==> config.mk <==
export PLATFORM = sky130hd
export DESIGN_NAME = alu_sequencer
export DESIGN_NICKNAME = d
export VERILOG_FILES = /design/src/rtl/alu_seq_pkg.sv /design/src/rtl/alu_seq_decode.sv /design/src/rtl/alu_sequencer.sv
export SDC_FILE = /design/constraint.sdc
export NUM_CORES = 1
export LEC_CHECK = 0
export ABC_CLOCK_PERIOD_IN_PS = 5500
export CORE_ASPECT_RATIO = 1.4
export CORE_UTILIZATION = 45
export DETAILED_ROUTE_END_ITERATION = 8
export PLACE_DENSITY = 0.91
export SYNTH_ARGS = -nofsm -noshare
export SYNTH_HDL_FRONTEND = slang
export SYNTH_SLANG_ARGS = --single-unit
==> constraint.sdc <==
create_clock -name clk -period 5.5 [get_ports clk]
set_input_delay 1.1 -clock clk [delete_from_list [all_inputs] [get_ports clk]]
set_output_delay 1.1 -clock clk [all_outputs]
set_load 0.1 [all_outputs]
==> src/rtl/alu_seq_pkg.sv <==
// Shared constants for the ALU issue/writeback sequencer: opcodes, ALUOp codes,
// FSM states and instruction field positions.
package alu_seq_pkg;

  localparam logic [3:0] OP_AND  = 4'h0;
  localparam logic [3:0] OP_OR   = 4'h1;
  localparam logic [3:0] OP_ADD  = 4'h2;
  localparam logic [3:0] OP_SUB  = 4'h3;
  localparam logic [3:0] OP_SLT  = 4'h4;
  localparam logic [3:0] OP_SLL  = 4'h5;
  localparam logic [3:0] OP_SRA  = 4'h6;
  localparam logic [3:0] OP_SLTI = 4'h7;
  localparam logic [3:0] OP_ADDI = 4'h8;

  // Bit 3 of every ALUOp is BNegate.
  localparam logic [3:0] ALU_AND  = 4'b0000;
  localparam logic [3:0] ALU_OR   = 4'b0001;
  localparam logic [3:0] ALU_ADD  = 4'b0010;
  localparam logic [3:0] ALU_SUB  = 4'b1010;
  localparam logic [3:0] ALU_SLT  = 4'b1011;
  localparam logic [3:0] ALU_SLTI = 4'b0100;
  localparam logic [3:0] ALU_SLL  = 4'b0101;
  localparam logic [3:0] ALU_SRA  = 4'b0110;

  typedef enum logic [1:0] {
    ST_IDLE,
    ST_READ,
    ST_EXEC,
    ST_WB
  } state_t;

  localparam int OPC_MSB   = 15;
  localparam int OPC_LSB   = 12;
  localparam int RS_MSB    = 11;
  localparam int RS_LSB    = 10;
  localparam int RT_MSB    = 9;
  localparam int RT_LSB    = 8;
  localparam int RD_MSB    = 7;
  localparam int RD_LSB    = 6;
  localparam int SHAMT_MSB = 5;
  localparam int SHAMT_LSB = 2;
  localparam int FUNCT_MSB = 1;
  localparam int FUNCT_LSB = 0;
  localparam int IMM_MSB   = 7;
  localparam int IMM_LSB   = 0;

  function automatic logic is_rtype(input logic [3:0] opcode);
    return opcode <= OP_SRA;
  endfunction

endpackage

==> src/rtl/alu_seq_decode.sv <==
// Combinational instruction decoder: opcode/funct to ALU control and
// writeback steering.
module alu_seq_decode
  import alu_seq_pkg::*;
(
  input  logic [3:0] opcode,
  input  logic [1:0] funct,
  output logic [3:0] alu_op,
  output logic       use_imm,
  output logic       flags_en,
  output logic       dest_is_rt,
  output logic       legal
);

  always_comb begin
    alu_op     = ALU_AND;
    use_imm    = 1'b0;
    flags_en   = 1'b0;
    dest_is_rt = 1'b0;
    legal      = 1'b1;
    case (opcode)
      OP_AND:  begin alu_op = ALU_AND; flags_en = 1'b1; end
      OP_OR:   begin alu_op = ALU_OR;  flags_en = 1'b1; end
      OP_ADD:  begin alu_op = ALU_ADD; flags_en = 1'b1; end
      OP_SUB:  begin alu_op = ALU_SUB; flags_en = 1'b1; end
      OP_SLT:  begin alu_op = ALU_SLT; flags_en = 1'b1; end
      OP_SLL:  alu_op = ALU_SLL;
      OP_SRA:  alu_op = ALU_SRA;
      OP_SLTI: begin alu_op = ALU_SLTI; use_imm = 1'b1; dest_is_rt = 1'b1; end
      OP_ADDI: begin
        alu_op     = ALU_ADD;
        use_imm    = 1'b1;
        flags_en   = 1'b1;
        dest_is_rt = 1'b1;
      end
      default: legal = 1'b0;
    endcase
    // R-type words reserve the two low bits; anything but 00 is undefined.
    if (is_rtype(opcode) && funct != 2'b00) legal = 1'b0;
  end

endmodule

==> src/rtl/alu_sequencer.sv <==
// Multi-cycle issue/writeback controller for the 16-bit ALU datapath:
// IDLE -> READ -> EXEC -> WB, one instruction in flight at a time.
module alu_sequencer
  import alu_seq_pkg::*;
#(
  parameter int DATA_W = 16,
  parameter int RA_W   = 2
) (
  input  logic              clk,
  input  logic              srst,
  input  logic              instr_valid,
  output logic              instr_ready,
  input  logic [15:0]       instr,
  output logic [RA_W-1:0]   rf_ra1,
  output logic [RA_W-1:0]   rf_ra2,
  input  logic [DATA_W-1:0] rf_rd1,
  input  logic [DATA_W-1:0] rf_rd2,
  output logic [DATA_W-1:0] alu_a,
  output logic [DATA_W-1:0] alu_b,
  output logic [3:0]        alu_op,
  output logic [3:0]        alu_shamt,
  input  logic [DATA_W-1:0] alu_result,
  input  logic              alu_zero,
  input  logic              alu_overflow,
  input  logic              alu_carry,
  output logic              wb_valid,
  input  logic              wb_ready,
  output logic [RA_W-1:0]   wb_addr,
  output logic [DATA_W-1:0] wb_data,
  output logic [2:0]        flags,
  output logic              illegal
);

  state_t            state_reg, state_next;
  logic [15:0]       instr_reg;
  logic [DATA_W-1:0] op_a_reg, op_b_reg;
  logic [3:0]        alu_op_reg, shamt_reg;
  logic              flags_en_reg;
  logic [RA_W-1:0]   wb_addr_reg;
  logic [DATA_W-1:0] wb_data_reg;
  logic [2:0]        flags_reg;

  logic [3:0]        dec_alu_op;
  logic              dec_use_imm, dec_flags_en, dec_dest_is_rt, dec_legal;
  logic [7:0]        imm_field;
  logic [DATA_W-1:0] imm_ext;

  alu_seq_decode u_decode (
    .opcode     (instr_reg[OPC_MSB:OPC_LSB]),
    .funct      (instr_reg[FUNCT_MSB:FUNCT_LSB]),
    .alu_op     (dec_alu_op),
    .use_imm    (dec_use_imm),
    .flags_en   (dec_flags_en),
    .dest_is_rt (dec_dest_is_rt),
    .legal      (dec_legal)
  );

  assign imm_field = instr_reg[IMM_MSB:IMM_LSB];

  for (genvar gi = 0; gi < DATA_W; gi++) begin : g_sext
    if (gi < 8) begin : g_low
      assign imm_ext[gi] = imm_field[gi];
    end else begin : g_high
      assign imm_ext[gi] = imm_field[7];
    end
  end

  assign rf_ra1 = instr_reg[RS_MSB:RS_LSB];
  assign rf_ra2 = instr_reg[RT_MSB:RT_LSB];

  always_comb begin
    state_next  = state_reg;
    instr_ready = 1'b0;
    wb_valid    = 1'b0;
    illegal     = 1'b0;
    case (state_reg)
      ST_IDLE: begin
        instr_ready = 1'b1;
        if (instr_valid) state_next = ST_READ;
      end
      ST_READ: begin
        illegal    = !dec_legal;
        state_next = dec_legal ? ST_EXEC : ST_IDLE;
      end
      ST_EXEC: state_next = ST_WB;
      ST_WB: begin
        wb_valid = 1'b1;
        if (wb_ready) state_next = ST_IDLE;
      end
      default: state_next = ST_IDLE;
    endcase
  end

  always_ff @(posedge clk) begin
    if (srst) begin
      state_reg    <= ST_IDLE;
      instr_reg    <= '0;
      op_a_reg     <= '0;
      op_b_reg     <= '0;
      alu_op_reg   <= '0;
      shamt_reg    <= '0;
      flags_en_reg <= 1'b0;
      wb_addr_reg  <= '0;
      wb_data_reg  <= '0;
      flags_reg    <= '0;
    end else begin
      state_reg <= state_next;
      if (state_reg == ST_IDLE && instr_valid) instr_reg <= instr;
      if (state_reg == ST_READ && dec_legal) begin
        op_a_reg     <= rf_rd1;
        op_b_reg     <= dec_use_imm ? imm_ext : rf_rd2;
        alu_op_reg   <= dec_alu_op;
        // I-type words carry immediate bits where R-type keeps shamt.
        shamt_reg    <= dec_use_imm ? 4'd0 : instr_reg[SHAMT_MSB:SHAMT_LSB];
        flags_en_reg <= dec_flags_en;
        wb_addr_reg  <= dec_dest_is_rt ? instr_reg[RT_MSB:RT_LSB]
                                       : instr_reg[RD_MSB:RD_LSB];
      end
      if (state_reg == ST_EXEC) begin
        wb_data_reg <= alu_result;
        if (flags_en_reg) flags_reg <= {alu_zero, alu_overflow, alu_carry};
      end
    end
  end

  assign alu_a     = op_a_reg;
  assign alu_b     = op_b_reg;
  assign alu_op    = alu_op_reg;
  assign alu_shamt = shamt_reg;
  assign wb_addr   = wb_addr_reg;
  assign wb_data   = wb_data_reg;
  assign flags     = flags_reg;

endmodule

== Word-level counts from Yosys, hierarchy flattened ==
Cells that the tools add are included.

* Bits in registers: 80
* Latch bits: 0
* Memory bits (writable): 0
* Memory bits (read-only): 0
* Input bits: 71
* Output and inout bits: 68
* Word-level logic and storage cells: 52
* Memories: 0

* Add/sub/neg operators: 0
* Multipliers: 0
* Div/mod/pow operators: 0
* $lt $le $gt $ge: 1
* Equal/unequal tests: 13
* Shifts and indexed selects: 0
* Muxes and demuxes: 15
* Bitwise gates (word level): 0
* Reductions and logical operators: 13

{| class="wikitable"
|+ Operators by type and width
! kind !! number
|-
| case mux 4 bit (7 select lines) || 1
|-
| == test 4 x 3 -> 1 bit, second input constant || 4
|-
| 2-to-1 mux 16 bit || 1
|-
| OR reduction 9 bit || 1
|-
| == test 4 x 2 -> 1 bit, second input constant || 2
|-
| 2-to-1 mux 2 bit || 4
|-
| case mux 2 bit (4 select lines) || 1
|-
| 2-to-1 mux 1 bit || 7
|-
| OR reduction 6 bit || 1
|-
| == test 2 bit, second input constant || 2
|-
| == test 4 x 1 -> 1 bit, second input constant || 1
|-
| == test 4 bit, second input constant || 1
|-
| less-or-equal comparator 4 x 3 -> 1 bit, second input constant || 1
|-
| logical NOT 4 bit || 1
|-
| 2-to-1 mux 4 bit || 1
|-
| inequality test 2 bit, second input constant || 2
|-
| AND reduction 2 bit || 2
|-
| OR reduction 2 bit || 2
|-
| logical AND 1 bit || 3
|-
| == test 2 x 1 -> 1 bit, second input constant || 1
|-
| logical NOT 2 bit || 1
|-
| nonzero test 2 bit || 1
|-
| logical NOT 1 bit || 1
|}

== Depth between registers and ports, before layout ==
* Depth in word-level cells: 6
* Gate-level depth with buffers: 7
* Gate-level depth less buffers: 4

== Modules after synthesis ==
Synthesis repeated with hierarchy kept, for this count alone.

* Cells, all modules: 383
* Area, all modules: 3245.6 um^2

{| class="wikitable"
|+ By module, submodules not included
! module !! instances !! cells each !! area each (um^2) !! seq. area each (um^2)
|-
| alu_sequencer || 1 || 365 || 3121.7 || 1601.5
|-
| alu_seq_decode || 1 || 18 || 123.9 || 0.0
|}

== Worst setup path before layout ==
OpenSTA, ideal clock, no wires.

* Path kind: reg2out
* From: register instr_reg[14]
* To: output port illegal
* Arrival time: 3.101 ns
* Required time: 4.400 ns
* Setup slack: 1.299 ns
* Cell stages (with the launch flop): 6
* Buffers on the path: 2
* Path through: dfxtp_1 buf_2 or4b_1 clkbuf_1 nand2_1 nor3_1

* Longest elaborated chain between the ends: 6
* Elaborated cells between the ends (all ways): 16
* Those cells by class: 1 x order compare; 8 x eq/ne; 3 x mux; 4 x reduce/logical

{| class="wikitable"
|+ RTL lines
! what !! RTL line !! source
|-
| start, declared || alu_sequencer.sv:35 || <nowiki>logic [15:0] instr_reg;</nowiki>
|-
| start signal, assigned || alu_sequencer.sv:108 || <nowiki>if (state_reg == ST_IDLE && instr_valid) instr_reg <= instr;</nowiki>
|-
| == test 4 x 1 -> 1 bit (tied with other cells) || alu_seq_decode.sv:21 || <nowiki>case (opcode)</nowiki>
|-
| OR reduction 9 bit (no line) || -- ||
|-
| 2-to-1 mux 1 bit || alu_seq_decode.sv:21 ||
|-
| 2-to-1 mux 1 bit * || alu_seq_decode.sv:39 || <nowiki>if (is_rtype(opcode) && funct != 2'b00) legal = 1'b0;</nowiki>
|-
| logical NOT 1 bit * || alu_sequencer.sv:82 || <nowiki>illegal = !dec_legal;</nowiki>
|-
| 2-to-1 mux 1 bit * || alu_sequencer.sv:76 || <nowiki>case (state_reg)</nowiki>
|-
| end, declared || alu_sequencer.sv:31 || <nowiki>output logic illegal</nowiki>
|}

Mark *: on every way between the ends. The rest lies on a longest branch, timed or not.

== Worst setup path in the final report ==
Ends and elaborated chain as after synthesis.

==> summary.md <==
| Metric | Value |
|---|---|
| Overall Power | `1.554 mW` |
| First-pass GRT wire length | `13.03 mm` |
| Layout cell share with drive strength beyond 1 | `5.128%` |
| CP Data Required Time | `4.40 ns` |
| Final min period | `3.831 ns` |
| Setup Crit Path Kind | `flop to primary output` |
| Router iterations before antenna repair | `4` |
| Post-DP Area | `4497 um2` |
| CTS tree | `done` |
| Final global-route overflow total | `0` |
| Die Y | `100.9 um` |
| Final non-filler cell area | `4696 um2` |
| Unrepaired setup endpoints after global routing | `no` |
| Die area | `7325 um2` |
| Synth Area per Inst | `8.139 um2` |
| Max_cap viols | `0` |
| DRT Wirelength | `8.331 mm` |
| Maximum vdd drop | `0.2374 mV` |
| Postcts setup bufs | `0` |
| Setup crit end kind | `primary output` |
| Detail Route Antenna Nets | `0` |
| Startpoint types | `flop` |
| Comb power frac | `29.9%` |
| Final WS setup | `1.669 ns` |
| Total track usage | `22.95%` |
| Slew @ Worst Pin | `1.009 ns` |
| Gate Count Post-Synth | `386` |
| Worst slack, placed | `2.059 ns` |
| Resized Gates After CTS | `0` |
| CTS H-tree depth | `3` |
| I/O Buffers | `138` |
| Max-slew violations | `0` |
| Ys async rst share | `0%` |
| Top_reg_cell synth | `dfxtp_1` |
| Psw | `0.5554 mW` |
| Worst Path Arrival | `2.73 ns` |
| Fmax | `261.0 MHz` |
| Sink Count | `80` |
| Iteration-0 DRC Markers | `131` |
| Largest net degree at the start of global routing | `47` |
| Final Hold Vio Count | `0` |
| TritonCTS buffer count | `9` |
| Setup TNS | `0 ns` |
| Final nets | `576` |
| Post-Syn Area | `3142 um2` |
| Synth Warn # | `0` |
| Post-CTS Hold Buffers | `0` |
| Die X | `72.62 um` |
| Slew HR | `32.50%` |
| CTS root buffer | `clkbuf_8` |
| Sequential fraction of the synthesis area | `50.98%` |
| Synthesized flop and latch total | `80` |
| Initial antenna violation count | `0` |
| Initial Utilization | `47.20%` |
| Clock transition at path regs | `0.07 ns` |
| Layout overhead on the synthesized area | `49.46%` |
| Clock power frac | `28.6%` |
| ANT cells | `0` |
| Via count | `3085` |
| Tcrit/Tclk final | `69.66%` |
| Cell Pwr Density | `330.9 nW/um2` |
| Via/cell ratio | `5.150` |
| I/O pin total | `139` |
| Cell Rows | `35` |
| Status | `finished, final reports clean` |
| Worst Clk Skew | `0.01176 ns` |
| Finish-stage setup viols | `0` |
| Critical Path Fanout Max | `11` |
| HPWL after DPL | `5.942 mm` |
| CTS Buffer Depth | `2` |
| Net Sw Frac | `35.74%` |
| Post-Synthesis Net Count | `457` |
| Post-synth EDFFs | `0` |
| Vias in the first global route | `2872` |
| DRC viols | `0` |
| Mean routed wirelength per cell | `13.91 um` |
| Leak | `1.651 nW` |
| Yosys cell types | `36` |
| Worst hold path type | `flop to flop` |
| Int Power | `0.9986 mW` |
| Flop2flop setup slack | `3.25 ns` |
| Latest clock arrival within the worst-skew pair | `0.35 ns` |
| Core Area | `6656 um2` |
| Final Wtd Congestion | `0.8469` |
| Seq pwr share | `41.5%` |
==> power by group through the flow <==
stage / clock [mW] / sequential [mW] / combinational, mW
after global placement: 0 / 0.655 / 0.459
final: 0.445 / 0.644 / 0.465
after global routing: 0.472 / 0.649 / 0.487
after detailed placement: 0 / 0.657 / 0.465
after CTS: 0.450 / 0.644 / 0.467
after floorplan: 0 / 0.846 / 0.146
==> critical path: stages (launching register included) <==
cell	delay, ns
dfxtp_1	0.54
or4b_1	0.31
nand2_1	0.15
nor3_1	0.21
clkdlybuf4s50_1	1.18
==> worst paths after layout <==
check,depth (start not counted),startpoint,end
max,4,instr_reg[14]$_SDFFE_PP0P_,illegal
min,2,alu_op[0]$_SDFFE_PP0P_,alu_op[0]$_SDFFE_PP0P_
max reg2reg,5,instr_reg[15]$_SDFFE_PP0P_,flags_en_reg$_SDFFE_PP0P_
min reg2reg,2,alu_op[0]$_SDFFE_PP0P_,alu_op[0]$_SDFFE_PP0P_
==> logic make-up (layout without fill, tap and decap cells) <==
| group | after synthesis | after routing | share of synthesized area [%] |
|---|---|---|---|
| AO/OA/AOI/OAI | 96 | 96 | 18.36 |
| buffers and inverters | 35 | 156 | 5.297 |
| flip-flops | 80 | 80 | 50.98 |
| multiplexers | 4 | 4 | 1.274 |
| AND/OR/NAND/NOR | 171 | 171 | 24.09 |
==> synthesized netlist by cell type (2+ instances only) <==
| master | n | area share, % |
|---|---|---|
| a211oi_1 | 9 | 2.2 |
| a21o_1 | 3 | 0.72 |
| a21oi_1 | 65 | 10 |
| buf_1 | 3 | 0.36 |
| buf_2 | 7 | 1.1 |
| buf_4 | 5 | 1.2 |
| clkbuf_1 | 17 | 2.0 |
| dfxtp_1 | 80 | 51 |
| inv_1 | 2 | 0.24 |
| mux2i_1 | 4 | 1.3 |
| nand2_1 | 115 | 14 |
| nand2b_1 | 5 | 1.0 |
| nand3_1 | 9 | 1.4 |
| nor2_1 | 15 | 1.8 |
| nor2b_1 | 2 | 0.40 |
| nor3_1 | 14 | 2.2 |
| o211ai_1 | 9 | 2.2 |
| o21ai_0 | 4 | 0.64 |
==> layer usage <==
metal	track usage [%]	share of wire [%]
met5	0	0
met4	11.31	2.6
met3	5.400	6.0
met2	41.27	53
met1	24.76	39
==> cells in the final DEF (no fill, tap or decap), types with 2 or more instances in the layout <==
cell type / Yosys / routed
o211ai_1: 9 / 9
nand2_1: 115 / 115
dfxtp_1: 80 / 80
nor2_1: 15 / 15
nand3_1: 9 / 9
bufinv_16: 0 / 2
mux2i_1: 4 / 4
clkbuf_8: 0 / 9
a211oi_1: 9 / 9
nor3_1: 14 / 14
o21ai_0: 4 / 4
nand2b_1: 5 / 5
a21o_1: 3 / 3
inv_1: 2 / 2
clkdlybuf4s50_1: 0 / 137
a21oi_1: 65 / 65
buf_4: 5 / 3
==> area by class of cell <==
type / instances / area [um2]
sequential: 80 / 1602
timing repair buffer: 141 / 1399
clock inverter: 4 / 72.57
clock buffer: 9 / 123.9
tap: 92 / 115.1
fill: 537 / 1961
multi-input combinational: 271 / 1376
inverter: 2 / 7.507
==> per-stage QoR <==
| step | instances | hold slack [ns] | utilization, % |
|---|---|---|---|
| 6_report | 599 | 0.4502 | 70.55 |
| 5_1_grt | 599 | 0.4694 | 70.55 |
| 4_1_cts | 599 | 0.4539 | 70.51 |
| 3_5_place_dp | 586 | 0.4444 | 67.56 |
| 3_3_place_gp | 586 | 0.4382 | 67.56 |
| 2_1_floorplan | 386 | 0.4363 | - |
No activity file was read; power rests on OpenSTA's default activity.
==> RTL edit: new RTL, same settings <==
`SHAMT_MSB`: 5 -> 4.
--- a/src/rtl/alu_seq_pkg.sv
+++ b/src/rtl/alu_seq_pkg.sv
@@ -38,5 +38,5 @@
   localparam int RD_MSB    = 7;
   localparam int RD_LSB    = 6;
-  localparam int SHAMT_MSB = 5;
+  localparam int SHAMT_MSB = 4;
   localparam int SHAMT_LSB = 2;
   localparam int FUNCT_MSB = 1;
Check against the original RTL: not equivalent (a bounded check fails within 4 cycles, from zero or initial values and one cycle with srst high).
==> RTL edit against the unedited design <==
Maximum frequency fell by 3.1%. Sequential cell count decreased by 1. Cell area barely moved. Die area shrank 1.4%. Worst setup slack lost 0.12 ns. Wire length rose by 2.7%. Critical path type unchanged. Total power increased by 4.3%. Synthesized area fell by 1.4%.
==> RTL edit: results (changes against the unedited design) <==
Mux contribution to synthesized area: 0.9697% (-0.30 points)
R2r endpoint: alu_b[14]$_SDFFE_PP0P_
HPWL after DPL: 6.053 mm (+1.9%)
Sw Pwr: 0.0005614 W (+1.1%)
Compound-Gate Fraction of Synth Area: 18.30% (-0.056 points)
Vias in the first global route: 2850 (-0.77%)
Total Wirelength: 8.555 mm (+2.7%)
Vias per inst: 5.130 (-0.39%)
Netlist cell types: 32 (-11%)
Clk_skew: 0.01016 ns (-0.001600 ns)
FILL cells: 522 (-2.8%)
First-pass GRT wire length: 13.49 mm (+3.5%)
Port Buffers: 137 (-0.72%)
Worst Setup SP: instr_reg[15]$_SDFFE_PP0P_
Routability cong.: 0.8231 (-2.8%)
Critical Path AT: 2.85 ns (+0.12 ns)
Resize count post-CTS: 0 (unchanged)
Ys async rst share: 0% (unchanged)
Pleak: 1.657 nW (+0.39%)
Pin count of the biggest net entering global routing: 78 (+66%)
Syn Nets: 456 (-0.22%)
Commonest cells post-synth: nand2_1, dfxtp_1, a21oi_1
Critical Path Fanout Max: 10 (-1)
Fin nets: 574 (-0.35%)
Initial DRC count: 171 (+31%)
Max_slew headroom: 31.87% (-0.62 points)
VDD IR max: 0.0001908 V (-20%)
Outcome: finished, final reports clean
DRT Pass-1 Iters: 5 (+1)
GRT Total Usage: 24.11% (+1.2 points)
Layout cells sized above 1: 4.528% (-0.60 points)
==> RTL edit: power by group through the flow <==
stage                     Combinational [W]  Sequential [W]  Clock [W]
after floorplan                    0.000146        0.000837          0
after global placement             0.000461        0.000647          0
after detailed placement           0.000466        0.000650          0
after CTS                          0.000469        0.000636   0.000525
after global routing               0.000490        0.000642   0.000547
final                              0.000468        0.000637   0.000516
==> RTL edit: layer usage <==
layer / share of wire (%) / global-route usage (%) / up-vias
met1: 37 / 27.72 / 1406
met3: 4.3 / 2.811 / 26
met4: 3.3 / 14.93 / 0
met5: 0 / 0 / -
met2: 55 / 41.98 / 119
li1: - / - / 1527
==> RTL edit: area by class of cell <==
class,instances,area share [%]
clock buffers,13,3.173
clock inverters,3,1.920
inverters,2,0.1600
multi-input cells,270,28.83
flip-flops and latches,79,33.71
well taps,92,2.453
repair buffers,141,29.76
==> RTL edit: per-stage QoR <==
step / util [%] / hold slack, ns / instance area [µm²] / std cells / worst slack [ns]
finish: 70.96 / 0.4505 / 4692 / 600 / 1.546
detailed placement: 67.34 / 0.4465 / 4453 / 584 / 1.939
global placement: 67.34 / 0.4396 / 4453 / 584 / 1.997
CTS: 70.96 / 0.4567 / 4692 / 600 / 1.541
global route: 70.96 / 0.4756 / 4692 / 600 / 1.419
floorplan: - / 0.4363 / 3097 / 385 / 1.385
==> RTL edit: worst reg2reg max path, cell delays in order (launching register included) <==
cell and delay (ns):
dfxtp_1 0.49, and4b_1 0.33, o31ai_4 0.69, buf_4 0.41, a211oi_1 0.09, nor3_1 0.18
==> RTL edit: kinds of logic (layout without fill, tap and decap cells) <==
group / after synthesis / after routing
simple gates: 170 / 170
compound gates: 96 / 96
flops: 79 / 79
buf+inv: 36 / 159
mux: 3 / 3
other cells: 1 / 1
